[src/rtl/alu_pwr_seq.sv]
// Power-sequencing controller for the ALU power domain: drain, isolate, save and
// power off on request; power on, settle, restore and de-isolate on wake-up.
module alu_pwr_seq #(
    parameter int unsigned ISO_SETUP_CYCLES = 2,
    parameter int unsigned PU_SETTLE_CYCLES = 4
) (
    input  logic       clk,
    input  logic       rst,
    input  logic       pd_req,
    input  logic       pu_req,
    input  logic       alu_busy,
    output logic       alu_pwr_en,
    output logic       iso_en,
    output logic       save,
    output logic       restore,
    output logic       alu_ready,
    output logic       pd_done,
    output logic       pu_done,
    output logic [2:0] pwr_state
);

    typedef enum logic [2:0] {
        ST_ON      = 3'd0,
        ST_DRAIN   = 3'd1,
        ST_ISO     = 3'd2,
        ST_SAVE    = 3'd3,
        ST_OFF     = 3'd4,
        ST_WAKE    = 3'd5,
        ST_RESTORE = 3'd6
    } state_t;

    typedef struct packed {
        logic pwr_en;
        logic iso;
        logic save;
        logic restore;
        logic ready;
    } ctrl_t;

    localparam logic [7:0] ISO_LAST = 8'(ISO_SETUP_CYCLES);
    localparam logic [7:0] PU_LAST  = 8'(PU_SETTLE_CYCLES);

    state_t     state_q;
    state_t     state_d;
    logic [7:0] cnt_q;
    logic [7:0] cnt_d;
    ctrl_t      ctrl_q;
    logic       pd_done_q;
    logic       pu_done_q;

    // Domain control values for a given state; applied to the next state so
    // every output leaves a flop in the same cycle the state changes.
    function automatic ctrl_t decode(input state_t s);
        ctrl_t c;
        c = '0;
        case (s)
            ST_ON:      c = '{pwr_en: 1'b1, iso: 1'b0, save: 1'b0, restore: 1'b0, ready: 1'b1};
            ST_DRAIN:   c = '{pwr_en: 1'b1, iso: 1'b0, save: 1'b0, restore: 1'b0, ready: 1'b0};
            ST_ISO:     c = '{pwr_en: 1'b1, iso: 1'b1, save: 1'b0, restore: 1'b0, ready: 1'b0};
            ST_SAVE:    c = '{pwr_en: 1'b1, iso: 1'b1, save: 1'b1, restore: 1'b0, ready: 1'b0};
            ST_OFF:     c = '{pwr_en: 1'b0, iso: 1'b1, save: 1'b0, restore: 1'b0, ready: 1'b0};
            ST_WAKE:    c = '{pwr_en: 1'b1, iso: 1'b1, save: 1'b0, restore: 1'b0, ready: 1'b0};
            ST_RESTORE: c = '{pwr_en: 1'b1, iso: 1'b1, save: 1'b0, restore: 1'b1, ready: 1'b0};
            default:    c = '{pwr_en: 1'b1, iso: 1'b0, save: 1'b0, restore: 1'b0, ready: 1'b1};
        endcase
        return c;
    endfunction

    always_comb begin
        // NOTE: every signal written here gets a default first, so no path
        // through the case can leave it unassigned and infer a latch.
        state_d = state_q;
        cnt_d   = 8'd0;
        case (state_q)
            ST_ON: begin
                if (pd_req) begin
                    if (alu_busy) begin
                        state_d = ST_DRAIN;
                    end else begin
                        state_d = ST_ISO;
                        cnt_d   = 8'd1;
                    end
                end
            end
            ST_DRAIN: begin
                if (!alu_busy) begin
                    state_d = ST_ISO;
                    cnt_d   = 8'd1;
                end
            end
            ST_ISO: begin
                if (cnt_q == ISO_LAST) begin
                    state_d = ST_SAVE;
                end else begin
                    cnt_d = cnt_q + 8'd1;
                end
            end
            ST_SAVE: begin
                state_d = ST_OFF;
            end
            ST_OFF: begin
                if (pu_req) begin
                    state_d = ST_WAKE;
                    cnt_d   = 8'd1;
                end
            end
            ST_WAKE: begin
                if (cnt_q == PU_LAST) begin
                    state_d = ST_RESTORE;
                end else begin
                    cnt_d = cnt_q + 8'd1;
                end
            end
            ST_RESTORE: begin
                state_d = ST_ON;
            end
            default: begin
                state_d = ST_ON;
            end
        endcase
    end

    // NOTE: state and outputs use non-blocking assignments so every flop
    // samples the pre-edge values, independent of statement order.
    always_ff @(posedge clk or posedge rst) begin
        if (rst) begin
            state_q   <= ST_ON;
            cnt_q     <= 8'd0;
            ctrl_q    <= decode(ST_ON);
            pd_done_q <= 1'b0;
            pu_done_q <= 1'b0;
        end else begin
            state_q   <= state_d;
            cnt_q     <= cnt_d;
            ctrl_q    <= decode(state_d);
            pd_done_q <= (state_d == ST_OFF) && (state_q != ST_OFF);
            pu_done_q <= (state_d == ST_ON) && (state_q == ST_RESTORE);
        end
    end

    assign alu_pwr_en = ctrl_q.pwr_en;
    assign iso_en     = ctrl_q.iso;
    assign save       = ctrl_q.save;
    assign restore    = ctrl_q.restore;
    assign alu_ready  = ctrl_q.ready;
    assign pd_done    = pd_done_q;
    assign pu_done    = pu_done_q;
    assign pwr_state  = state_q;

endmodule
[config.mk]
export PLATFORM = sky130hd
export DESIGN_NAME = alu_pwr_seq
export DESIGN_NICKNAME = d
export VERILOG_FILES = /design/src/rtl/alu_pwr_seq.sv
export SDC_FILE = /design/constraint.sdc
export NUM_CORES = 1
export LEC_CHECK = 0
export BUFFER_PORTS_ARGS = -buffer_cell sky130_fd_sc_hd__buf_4
export CAP_MARGIN = 10
export CORE_MARGIN = 1
export CORE_UTILIZATION = 31
export CTS_CLUSTER_DIAMETER = 50
export CTS_CLUSTER_SIZE = 30
export DETAILED_ROUTE_END_ITERATION = 12
export PLACE_DENSITY = 0.53
export SETUP_SLACK_MARGIN = 0.4
export SYNTH_ARGS = -nofsm -noshare
export SYNTH_HDL_FRONTEND = slang
export SYNTH_SLANG_ARGS = --single-unit
[constraint.sdc]
create_clock -name clk -period 4 [get_ports clk]
set_input_delay 0.8 -clock clk [delete_from_list [all_inputs] [get_ports clk]]
set_output_delay 0.8 -clock clk [all_outputs]
set_load 0.02 [all_outputs]
==> impl_metrics.env <==
export IMPL_io_buffers=14
export IMPL_routabilityCongestion=0.742
export IMPL_dr_pass1_iters=4
export IMPL_drc=0
export IMPL_synth_nets=95
export IMPL_final_antenna_net_count=0
export IMPL_dp_hpwl_um=1120
export IMPL_maxCapViolCount=0
export IMPL_core_um2=2570
export IMPL_relSlewSlack_pct=55.1
export IMPL_crit_chain="buf_4"
export IMPL_grt_pass1_vias=588
export IMPL_drv_slew=0
export IMPL_setup_violations=0
export IMPL_cts_tree="built"
export IMPL_syn_cell_area_um2=868
export IMPL_num_rows=18
export IMPL_slowest_delay_ps=530
export IMPL_ys_types=30
export IMPL_peakVddDrop_mv=0.270
export IMPL_cts_buffers=3
export IMPL_grt_overflow=0
export IMPL_yosysSeqAreaShare_pct=52.2
export IMPL_rsz0062_at_grt="no"
export IMPL_die_area_um2=3020
export IMPL_dp_slack_ps=2430
export IMPL_area_growth_pct=18.0
export IMPL_cp_end_kind="output port"
export IMPL_drt_wirelength_per_cell_um=11.2
export IMPL_ys_seq_elements=18
export IMPL_cts_buffer_depth=2
export IMPL_cts_sinks=18
export IMPL_criticalPathCategory="reg2out"
export IMPL_ys_top_cells_by_area="dfrtp_1 (46%), dfstp_2 (6.1%), nor2_1 (6.1%)"
export IMPL_critPathLaunchType="register"
export IMPL_initial_core_util_pct=33.8
export IMPL_synthCells=87
export IMPL_tightest_slew_ps=673
export IMPL_crit_arrival_ps=1030
export IMPL_cp_data_required_time_ps=3200
export IMPL_status="completed"
export IMPL_p_per_area_nw_per_um2=628
export IMPL_cp_num_buf_inv=1
export IMPL_drt_wl_total_um=1480
export IMPL_p_leak_nw=0.512
export IMPL_setup_tns_ps=0
export IMPL_layout_nets=111
export IMPL_critPathTopFamily="flip-flops"
export IMPL_skew_ps=6.89
export IMPL_n_antenna_cell=0
export IMPL_hold_viol_final=0
export IMPL_cp_max_fo=11
export IMPL_cp_slowest_cell="dfrtp_1"
export IMPL_yosysWarnings=0
export IMPL_timing_final_crit_period_ps=1830
export IMPL_postCtsSetupBuffers=0
export IMPL_vias=613
export IMPL_path_clk_slew_ps=100
export IMPL_avgSynthCellArea_um2=9.98
export IMPL_clk_latency_ps=290
export IMPL_worst_slack_ps=2170
export IMPL_synth_top_area_cell="dfrtp_1"
export IMPL_hold_buffers=0
export IMPL_grt_total_usage_pct=13.0
export IMPL_fin_crit_sh_pct=45.7
export IMPL_grt_max_degree=19
export IMPL_htree_num_levels=1
export IMPL_final_cell_mix="dfrtp_1 (16), nor2_1 (14), buf_4 (14), inv_1 (8), nand2_1 (6)"
export IMPL_hold_class="reg2reg"
export IMPL_num_io_pins=15
export IMPL_fmax_mhz=547
export IMPL_cts_resized=0
export IMPL_netlist_area_leader_share_pct=46.1
export IMPL_via_per_inst=4.64
export IMPL_layout_commonest_cell="dfrtp_1"
export IMPL_antenna_found_initial=0
export IMPL_drive_gt1_share_pct=22.5
export IMPL_drt_initial_drc_count=7
export IMPL_die_w_um=54.9
export IMPL_die_h_um=54.9
export IMPL_ctsRootBufferMaster="clkbuf_4"
export IMPL_grt_pass1_wl_um=2680
[synth_stat cells]
cell      count
dfrtp_1      16
nor2_1       14
inv_1         8
nand2_1       6
nand3_1       5
xor2_1        5
nor3_1        4
and3_1        3
ha_1          3
dfstp_2       2
nand3b_1      2
a21oi_1       1
a32oi_1       1
and2_1        1
and2_4        1
buf_4         1
buf_6         1
clkbuf_1      1
nand2b_1      1
nor2b_1       1
nor3b_1       1
o21ai_0       1
o21bai_1      1
o21bai_2      1
o221ai_1      1
o22ai_2       1
o31a_1        1
or3b_1        1
or4_1         1
xnor2_1       1
[cells by family after synthesis]
kind of cell    synth area share (%)
fa+ha+maj                       4.32
compound gates                  7.78
buf+inv                         6.05
simple gates                    23.6
xor+xnor                        6.05
flops                           52.2
[where the power goes]
group,internal [mW],switching (mW),leakage [nW]
combinational,0.115,0.135,0.255
clock,0.0555,0.0551,0.0210
sequential,0.229,0.0551,0.236
total,0.399,0.245,0.512
[routing by layer]
metal / global-route usage, % / routed length [um] / up-vias
met1: 16.8 / 719 / 285
met5: 0 / 0 / -
met2: 18.7 / 650 / 10
met3: 6.01 / 91 / 2
met4: 5.42 / 20 / 0
li1: - / - / 316
[metrics by stage]
step           hold slack [ps]  utilization [%]  instances  total power [mW]  instance area [um^2]
2_1_floorplan              505                -         87             0.466                   868
3_3_place_gp               525             38.5        128             0.540                   988
3_5_place_dp               555             38.5        128             0.542                   988
4_1_cts                    577             39.9        132             0.655                  1020
5_1_grt                    623             39.9        132             0.698                  1020
6_report                   566             39.9        132             0.644                  1020
[final cells by class]
type / count / area, um^2
Fill cell: 277 / 1540
Sequential cell: 18 / 453
Multi-Input combinational cell: 58 / 363
Timing Repair Buffer: 14 / 105
Tap cell: 30 / 37.5
Clock buffer: 4 / 36.3
Inverter: 8 / 30.0
[state kept, by name, indices dropped and copies added (netlist names)]
register and flops:
cnt_q 8, pwr_state 3, alu_pwr_en 1, alu_ready 1, iso_en 1, pd_done 1
pu_done 1, restore 1, save 1
[worst reg2reg max path: cells and delay by family (launching register included)]
kind / cells / cell delay [ps]
AND/OR/NAND/NOR: 2 / 600
flip-flops: 1 / 530
AO/OA/AOI/OAI: 2 / 380
[final timing paths]
kind,startpoint,end,slack [ps],cells after the start
setup / recovery,pwr_state[1]$_DFF_PP0_,pwr_state[1],2170,1
hold / removal,cnt_q[7]$_DFF_PP0_,cnt_q[7]$_DFF_PP0_,570,2
setup reg to reg,pwr_state[1]$_DFF_PP0_,cnt_q[0]$_DFF_PP0_,2430,4
hold reg to reg,cnt_q[7]$_DFF_PP0_,cnt_q[7]$_DFF_PP0_,570,2
max in group asynchronous,rst,pd_done$_DFF_PP0_,2970,2
min in group asynchronous,rst,cnt_q[6]$_DFF_PP0_,600,2
(Power assumes the default switching activity.)
